`src/rtl/ysyx_24100005_wbu_pkg.sv`:
```
// Shared types and constants for the NPC writeback unit.
package ysyx_24100005_wbu_pkg;

  // Default widths of the writeback datapath. The holding-slot struct is sized
  // from these, so the top-level ADDR_WIDTH/DATA_WIDTH must stay equal to them.
  localparam int WB_ADDR_W = 5;
  localparam int WB_DATA_W = 32;

  // Number of back-to-back LSU grants tolerated while the EXU slot waits.
  localparam logic [1:0] STREAK_MAX = 2'd2;

  // Which holding slot owns the register-file write port this cycle.
  typedef enum logic [1:0] {
    WB_NONE = 2'd0,
    WB_EXU  = 2'd1,
    WB_LSU  = 2'd2
  } wb_src_e;

  // One buffered result waiting for the register-file write port.
  typedef struct packed {
    logic                 valid;
    logic [WB_ADDR_W-1:0] rd;
    logic [WB_DATA_W-1:0] data;
  } wb_slot_t;

endpackage

```
`src/rtl/ysyx_24100005_wb_slot.sv`:
```
// Single-entry holding slot for one result source. Accepts a result on a
// valid/ready handshake, silently drops writes to x0, and empties when the
// arbiter grants it the register-file port.
module ysyx_24100005_wb_slot
  import ysyx_24100005_wbu_pkg::*;
(
  input  logic                 clk,
  input  logic                 rst,
  input  logic                 in_valid,
  output logic                 in_ready,
  input  logic [WB_ADDR_W-1:0] in_rd,
  input  logic [WB_DATA_W-1:0] in_data,
  input  logic                 grant,
  output wb_slot_t             slot
);

  // Ready does not look at in_valid: a granted slot frees up on this edge,
  // so it can take a new result on the same edge it drains.
  assign in_ready = !slot.valid || grant;

  // Fill on handshake (x0 results complete the handshake but stay empty),
  // otherwise drain when granted.
  // NOTE: sequential state is assigned with <= so every flop samples the
  //       pre-edge values regardless of statement order.
  always_ff @(posedge clk or negedge rst) begin
    if (!rst) begin
      slot <= '0;
    end else if (in_valid && in_ready) begin
      slot.valid <= (in_rd != '0);
      slot.rd    <= in_rd;
      slot.data  <= in_data;
    end else if (grant) begin
      slot.valid <= 1'b0;
    end
  end

endmodule

```
`src/rtl/ysyx_24100005_wbu.sv`:
```
// Writeback unit: buffers one EXU and one LSU result, arbitrates a single
// register-file write per cycle (LSU first, with an EXU starvation guard),
// and keeps the per-register busy scoreboard used by the IDU for RAW stalls.
module ysyx_24100005_wbu
  import ysyx_24100005_wbu_pkg::*;
#(
  parameter int ADDR_WIDTH = WB_ADDR_W,
  parameter int DATA_WIDTH = WB_DATA_W
) (
  input  logic                     clk,
  input  logic                     rst,
  input  logic                     issue_valid,
  input  logic [ADDR_WIDTH-1:0]    issue_rd,
  input  logic                     exu_valid,
  output logic                     exu_ready,
  input  logic [ADDR_WIDTH-1:0]    exu_rd,
  input  logic [DATA_WIDTH-1:0]    exu_data,
  input  logic                     lsu_valid,
  output logic                     lsu_ready,
  input  logic [ADDR_WIDTH-1:0]    lsu_rd,
  input  logic [DATA_WIDTH-1:0]    lsu_data,
  output logic                     rf_wen,
  output logic [ADDR_WIDTH-1:0]    rf_waddr,
  output logic [DATA_WIDTH-1:0]    rf_wdata,
  output logic [2**ADDR_WIDTH-1:0] busy
);

  localparam int NUM_REGS = 2**ADDR_WIDTH;

  wb_slot_t   exu_slot;
  wb_slot_t   lsu_slot;
  wb_src_e    grant_src;
  logic       grant_exu;
  logic       grant_lsu;
  logic [1:0] lsu_streak;
  logic [NUM_REGS-1:0] busy_next;

  ysyx_24100005_wb_slot u_exu_slot (
    .clk      (clk),
    .rst      (rst),
    .in_valid (exu_valid),
    .in_ready (exu_ready),
    .in_rd    (exu_rd),
    .in_data  (exu_data),
    .grant    (grant_exu),
    .slot     (exu_slot)
  );

  ysyx_24100005_wb_slot u_lsu_slot (
    .clk      (clk),
    .rst      (rst),
    .in_valid (lsu_valid),
    .in_ready (lsu_ready),
    .in_rd    (lsu_rd),
    .in_data  (lsu_data),
    .grant    (grant_lsu),
    .slot     (lsu_slot)
  );

  // Pick the write source: LSU wins unless the EXU has already waited
  // STREAK_MAX LSU grants, in which case the EXU goes next.
  always_comb begin
    // NOTE: every combinational output gets a default first so no path
    //       leaves it unassigned and a latch is never inferred.
    grant_src = WB_NONE;
    if (exu_slot.valid && (!lsu_slot.valid || lsu_streak == STREAK_MAX)) begin
      grant_src = WB_EXU;
    end else if (lsu_slot.valid) begin
      grant_src = WB_LSU;
    end
  end

  assign grant_exu = (grant_src == WB_EXU);
  assign grant_lsu = (grant_src == WB_LSU);

  // Drive the register-file port from the granted slot; zero when idle.
  always_comb begin
    rf_wen   = 1'b0;
    rf_waddr = '0;
    rf_wdata = '0;
    unique case (grant_src)
      WB_EXU: begin
        rf_wen   = 1'b1;
        rf_waddr = exu_slot.rd;
        rf_wdata = exu_slot.data;
      end
      WB_LSU: begin
        rf_wen   = 1'b1;
        rf_waddr = lsu_slot.rd;
        rf_wdata = lsu_slot.data;
      end
      default: ;
    endcase
  end

  // Count LSU grants that happen while the EXU slot is waiting.
  always_ff @(posedge clk or negedge rst) begin
    if (!rst) begin
      lsu_streak <= '0;
    end else if (!exu_slot.valid || grant_exu) begin
      lsu_streak <= '0;
    end else if (grant_lsu) begin
      lsu_streak <= lsu_streak + 2'd1;
    end
  end

  // Scoreboard next state: clear on writeback, then set on issue so a
  // same-index set overrides the clear; x0 is never busy.
  always_comb begin
    busy_next = busy;
    if (rf_wen) begin
      busy_next[rf_waddr] = 1'b0;
    end
    if (issue_valid && issue_rd != '0) begin
      busy_next[issue_rd] = 1'b1;
    end
    busy_next[0] = 1'b0;
  end

  // Scoreboard register; reset clears every pending-write flag.
  always_ff @(posedge clk or negedge rst) begin
    if (!rst) begin
      busy <= '0;
    end else begin
      busy <= busy_next;
    end
  end

endmodule
```
`config.mk`:
```
export PLATFORM = sky130hd
export DESIGN_NAME = ysyx_24100005_wbu
export DESIGN_NICKNAME = d
export VERILOG_FILES = /design/src/rtl/ysyx_24100005_wbu_pkg.sv /design/src/rtl/ysyx_24100005_wb_slot.sv /design/src/rtl/ysyx_24100005_wbu.sv
export SDC_FILE = /design/constraint.sdc
export NUM_CORES = 1
export LEC_CHECK = 0
export ABC_AREA = 1
export CORE_ASPECT_RATIO = 1.1
export CORE_MARGIN = 5
export CORE_UTILIZATION = 50
export DETAILED_ROUTE_END_ITERATION = 16
export GPL_TIMING_DRIVEN = 1
export PLACE_DENSITY = 0.83
export SLEW_MARGIN = 20
export SYNTH_ARGS = -nofsm -noshare
export SYNTH_HDL_FRONTEND = slang
export SYNTH_SLANG_ARGS = --single-unit
```
`constraint.sdc`:
```
create_clock -name clk -period 5 [get_ports clk]
set_input_delay 0.5 -clock clk [delete_from_list [all_inputs] [get_ports clk]]
set_output_delay 0.5 -clock clk [all_outputs]
set_load 0.005 [all_outputs]
```
==> impl_metrics.csv <==
group,metric,value,unit
outcome,status,"completed",
critical_path,crit_arrival,2.84,ns
die,dieArea,11610,um2
power_and_ir_drop,power_frac_clock,13.6,%
critical_path,critPathLaunchType,"flip-flop",
clock_network,cts.sinks,109,
grt,grt_usage,21.88,%
logic_synthesis,synthArstFlopShare,100.0,%
detailed_routing,totalWireLength,12270,um
power_and_ir_drop,switchingPower,1312,uW
logic_synthesis,synth.top_cell.area_share,57.11,%
detailed_routing,drc,0,
timing,slew_viol_final,0,
job,maxCapViolations,0,
die,die_x,103.2,um
grt,first_global_vias,4080,
timing,rsz0062_at_grt,"false",
clock_network,root_buffer,"clkbuf_8",
power_and_ir_drop,seqPwrFrac,38.4,%
die,die-height,112.5,um
place,port-buffer-count,154,
logic_synthesis,synth_ff_type,"dfrtp_1",
power_and_ir_drop,swShare,34.49,%
clock_network,post_cts_buffers,0,
detailed_routing,vias,3784,
clock_network,clkSlewWorstSetupHoldPaths,0.10,ns
critical_path,crit_chain,"inv_1 -> ha_1 -> inv_1 -> a21oi_4 -> nand2_1 -> nand2_2 -> clkdlybuf4s50_1",
place,hpwlAfterDp,9200,um
timing,max-slew-margin-rel,33.80,%
detailed_routing,drt_iter0_drc,194,
critical_path,path_max_fanout,34,
die,start_util,51.07,%
clock_network,cts_hold_buffers,0,
logic_synthesis,synth_edf_count,0,
power_and_ir_drop,intPower,2492,uW
timing,fin_worst_skew,0.01590,ns
logic_synthesis,yosysSeqAreaShare,57.11,%
die,core_area,9351,um2
detailed_routing,routed_via_density,5.398,
power_and_ir_drop,ir_drop,0.0002819,V
final_layout,diodes,0,
logic_synthesis,synth.distinct_cells,22,
timing,fin_setup_tns,0,ns
clock_network,clock_path_buffers,2,
clock_network,cts_tree,"built",
hold_path,hold_class,"in2async",
timing,fmax,299.0,MHz
logic_synthesis,synth_most_common_cell,"dfrtp_1",
die,rows,37,
grt,grt_remaining_overflow,0,
detailed_routing,postRouteAntennaNets,0,
grt,antenna_found_initial,0,
logic_synthesis,synth_seq_cells,109,
grt,grt_pass1_wl,19860,um
logic_synthesis,synth_common_cells,"dfrtp_1, nand2_1, mux2_2, a22o_1, nand3_1",
logic_synthesis,synth_top_area_cell,"dfrtp_1",
logic_synthesis,syn-num-nets,515,
critical_path,critPathCaptureType,"output pin",
clock_network,clk_latency,0.37,ns
logic_synthesis,synth_warnings,0,
critical_path,crit_top_cell,"inv_1",
power_and_ir_drop,p_leak,0.002807,uW
logic_synthesis,synth_cells,430,
final_layout,layout-drive-gt1-share,18.15,%
final_layout,final_nets,664,
power_and_ir_drop,power_density,578.4,nW/um2
timing,setup_viol_count_final,0,
critical_path,required,4.50,ns
power_and_ir_drop,pwr-share-comb,48.0,%
place,gp_congestion,0.9070,
timing,period_share,66.89,%
grt,grt_max_degree,70,
timing,worstMarginPinSlew,0.9854,ns
critical_path,crit_type,"reg2out",
logic_synthesis,netlist_area,4776,um2
clock_network,htreeDepth,3,
die,boundaryPins,156,
clock_network,cts_buffers,9,
timing,hold_viol,0,
critical_path,slowest_delay,0.77,ns
detailed_routing,routedWlPerCell,17.50,um
clock_network,cts_resized,0,
timing,whs,0.09855,ns
timing,period_minus_slack,3.344,ns
logic_synthesis,synth_area_per_cell,11.11,um2
logic_synthesis,synth_area_leaders,"dfrtp_1, mux2_2, nand2_1",
critical_path,cpMaxStageDelayCell,"a21oi_4",
final_layout,area_growth,37.70,%
detailed_routing,dr.pass1.iters,7,
## per-layer routing
metal / track usage, % / part of all wire, %
met3: 5.221 / 9.7
met5: 0 / 0
met2: 35.94 / 49
met1: 27.99 / 39
met4: 7.858 / 2.0
## cell families (layout without fill, tap and decap cells)
| kind of cell | count (synthesis) | after routing | share of synthesized area, % |
|---|---|---|---|
| buffers and inverters | 37 | 191 | 3.458 |
| multiplexers | 69 | 69 | 16.27 |
| AND/OR/NAND/NOR | 160 | 160 | 14.28 |
| AO/OA/AOI/OAI | 53 | 53 | 8.541 |
| flip-flops | 109 | 109 | 57.11 |
| other | 1 | 1 | 0.07852 |
| adder cells (fa/ha/maj) | 1 | 1 | 0.2619 |
## flip-flops by register name, summed over array words and instances (netlist names)
register and cells:
busy 31, lsu_streak 2, u_lsu_slot.slot 38, u_exu_slot.slot 38
## power by group through the flow
stage	clock, uW	combinational (uW)	sequential [uW]
floorplan	0	922	1420
global placement	0	1800	1450
detailed placement	0	1830	1480
CTS	529	1850	1460
global route	566	1990	1510
finish	517	1830	1460
## cell usage in the layout (no fill, tap or decap), types with 7 or more instances in the layout
cell type        count
nor3_1              11
dfrtp_1            109
nand2_2              7
nand2_1            106
mux2_2              68
a22o_1              32
inv_1               13
nand3_1             24
clkbuf_8            11
clkdlybuf4s50_1    153
o21ai_0             19
## through the flow
step / cell area (um2) / instances / total power (uW) / setup slack, ns / utilization (%)
6_report: 6576 / 701 / 3804 / 1.656 / 70.32
3_3_place_gp: 6384 / 685 / 3253 / 2.087 / 68.26
4_1_cts: 6576 / 701 / 3838 / 1.641 / 70.32
5_1_grt: 6576 / 701 / 4060 / 1.409 / 70.32
2_1_floorplan: 4776 / 430 / 2337 / 3.147 / -
3_5_place_dp: 6384 / 685 / 3311 / 1.962 / 68.26
## layout make-up
type / instances / area (um2)
clock buffer: 11 / 151.4
clock inverter: 5 / 41.29
fill: 701 / 2775
inverter: 20 / 75.07
multi-input combinational: 284 / 1888
sequential: 109 / 2728
tap: 117 / 146.4
timing repair buffer: 155 / 1546
## worst paths after layout
check,endpoint,slack (ns),startpoint,depth (start not counted)
worst max-delay path,rf_waddr[2],1.66,lsu_streak[0],7
worst min-delay path,busy[29],0.1,rst,1
worst max register to register,u_lsu_slot.slot[31],1.93,lsu_streak[0],7
worst min register to register,lsu_streak[0],0.43,lsu_streak[0],1
max in group asynchronous,u_exu_slot.slot[31],3.64,rst,2
min in group clk,lsu_streak[0],0.43,lsu_streak[0],1
## worst max-delay path, delay by kind of cell, from the launching register on
kind | cells | cell delay, ns
AOI/OAI and AO/OA | 1 | 0.77
buffers and inverters | 3 | 0.73
DFF | 1 | 0.39
and+or+nand+nor | 2 | 0.38
adders and majority gates | 1 | 0.22
(Power assumes the default switching activity.)
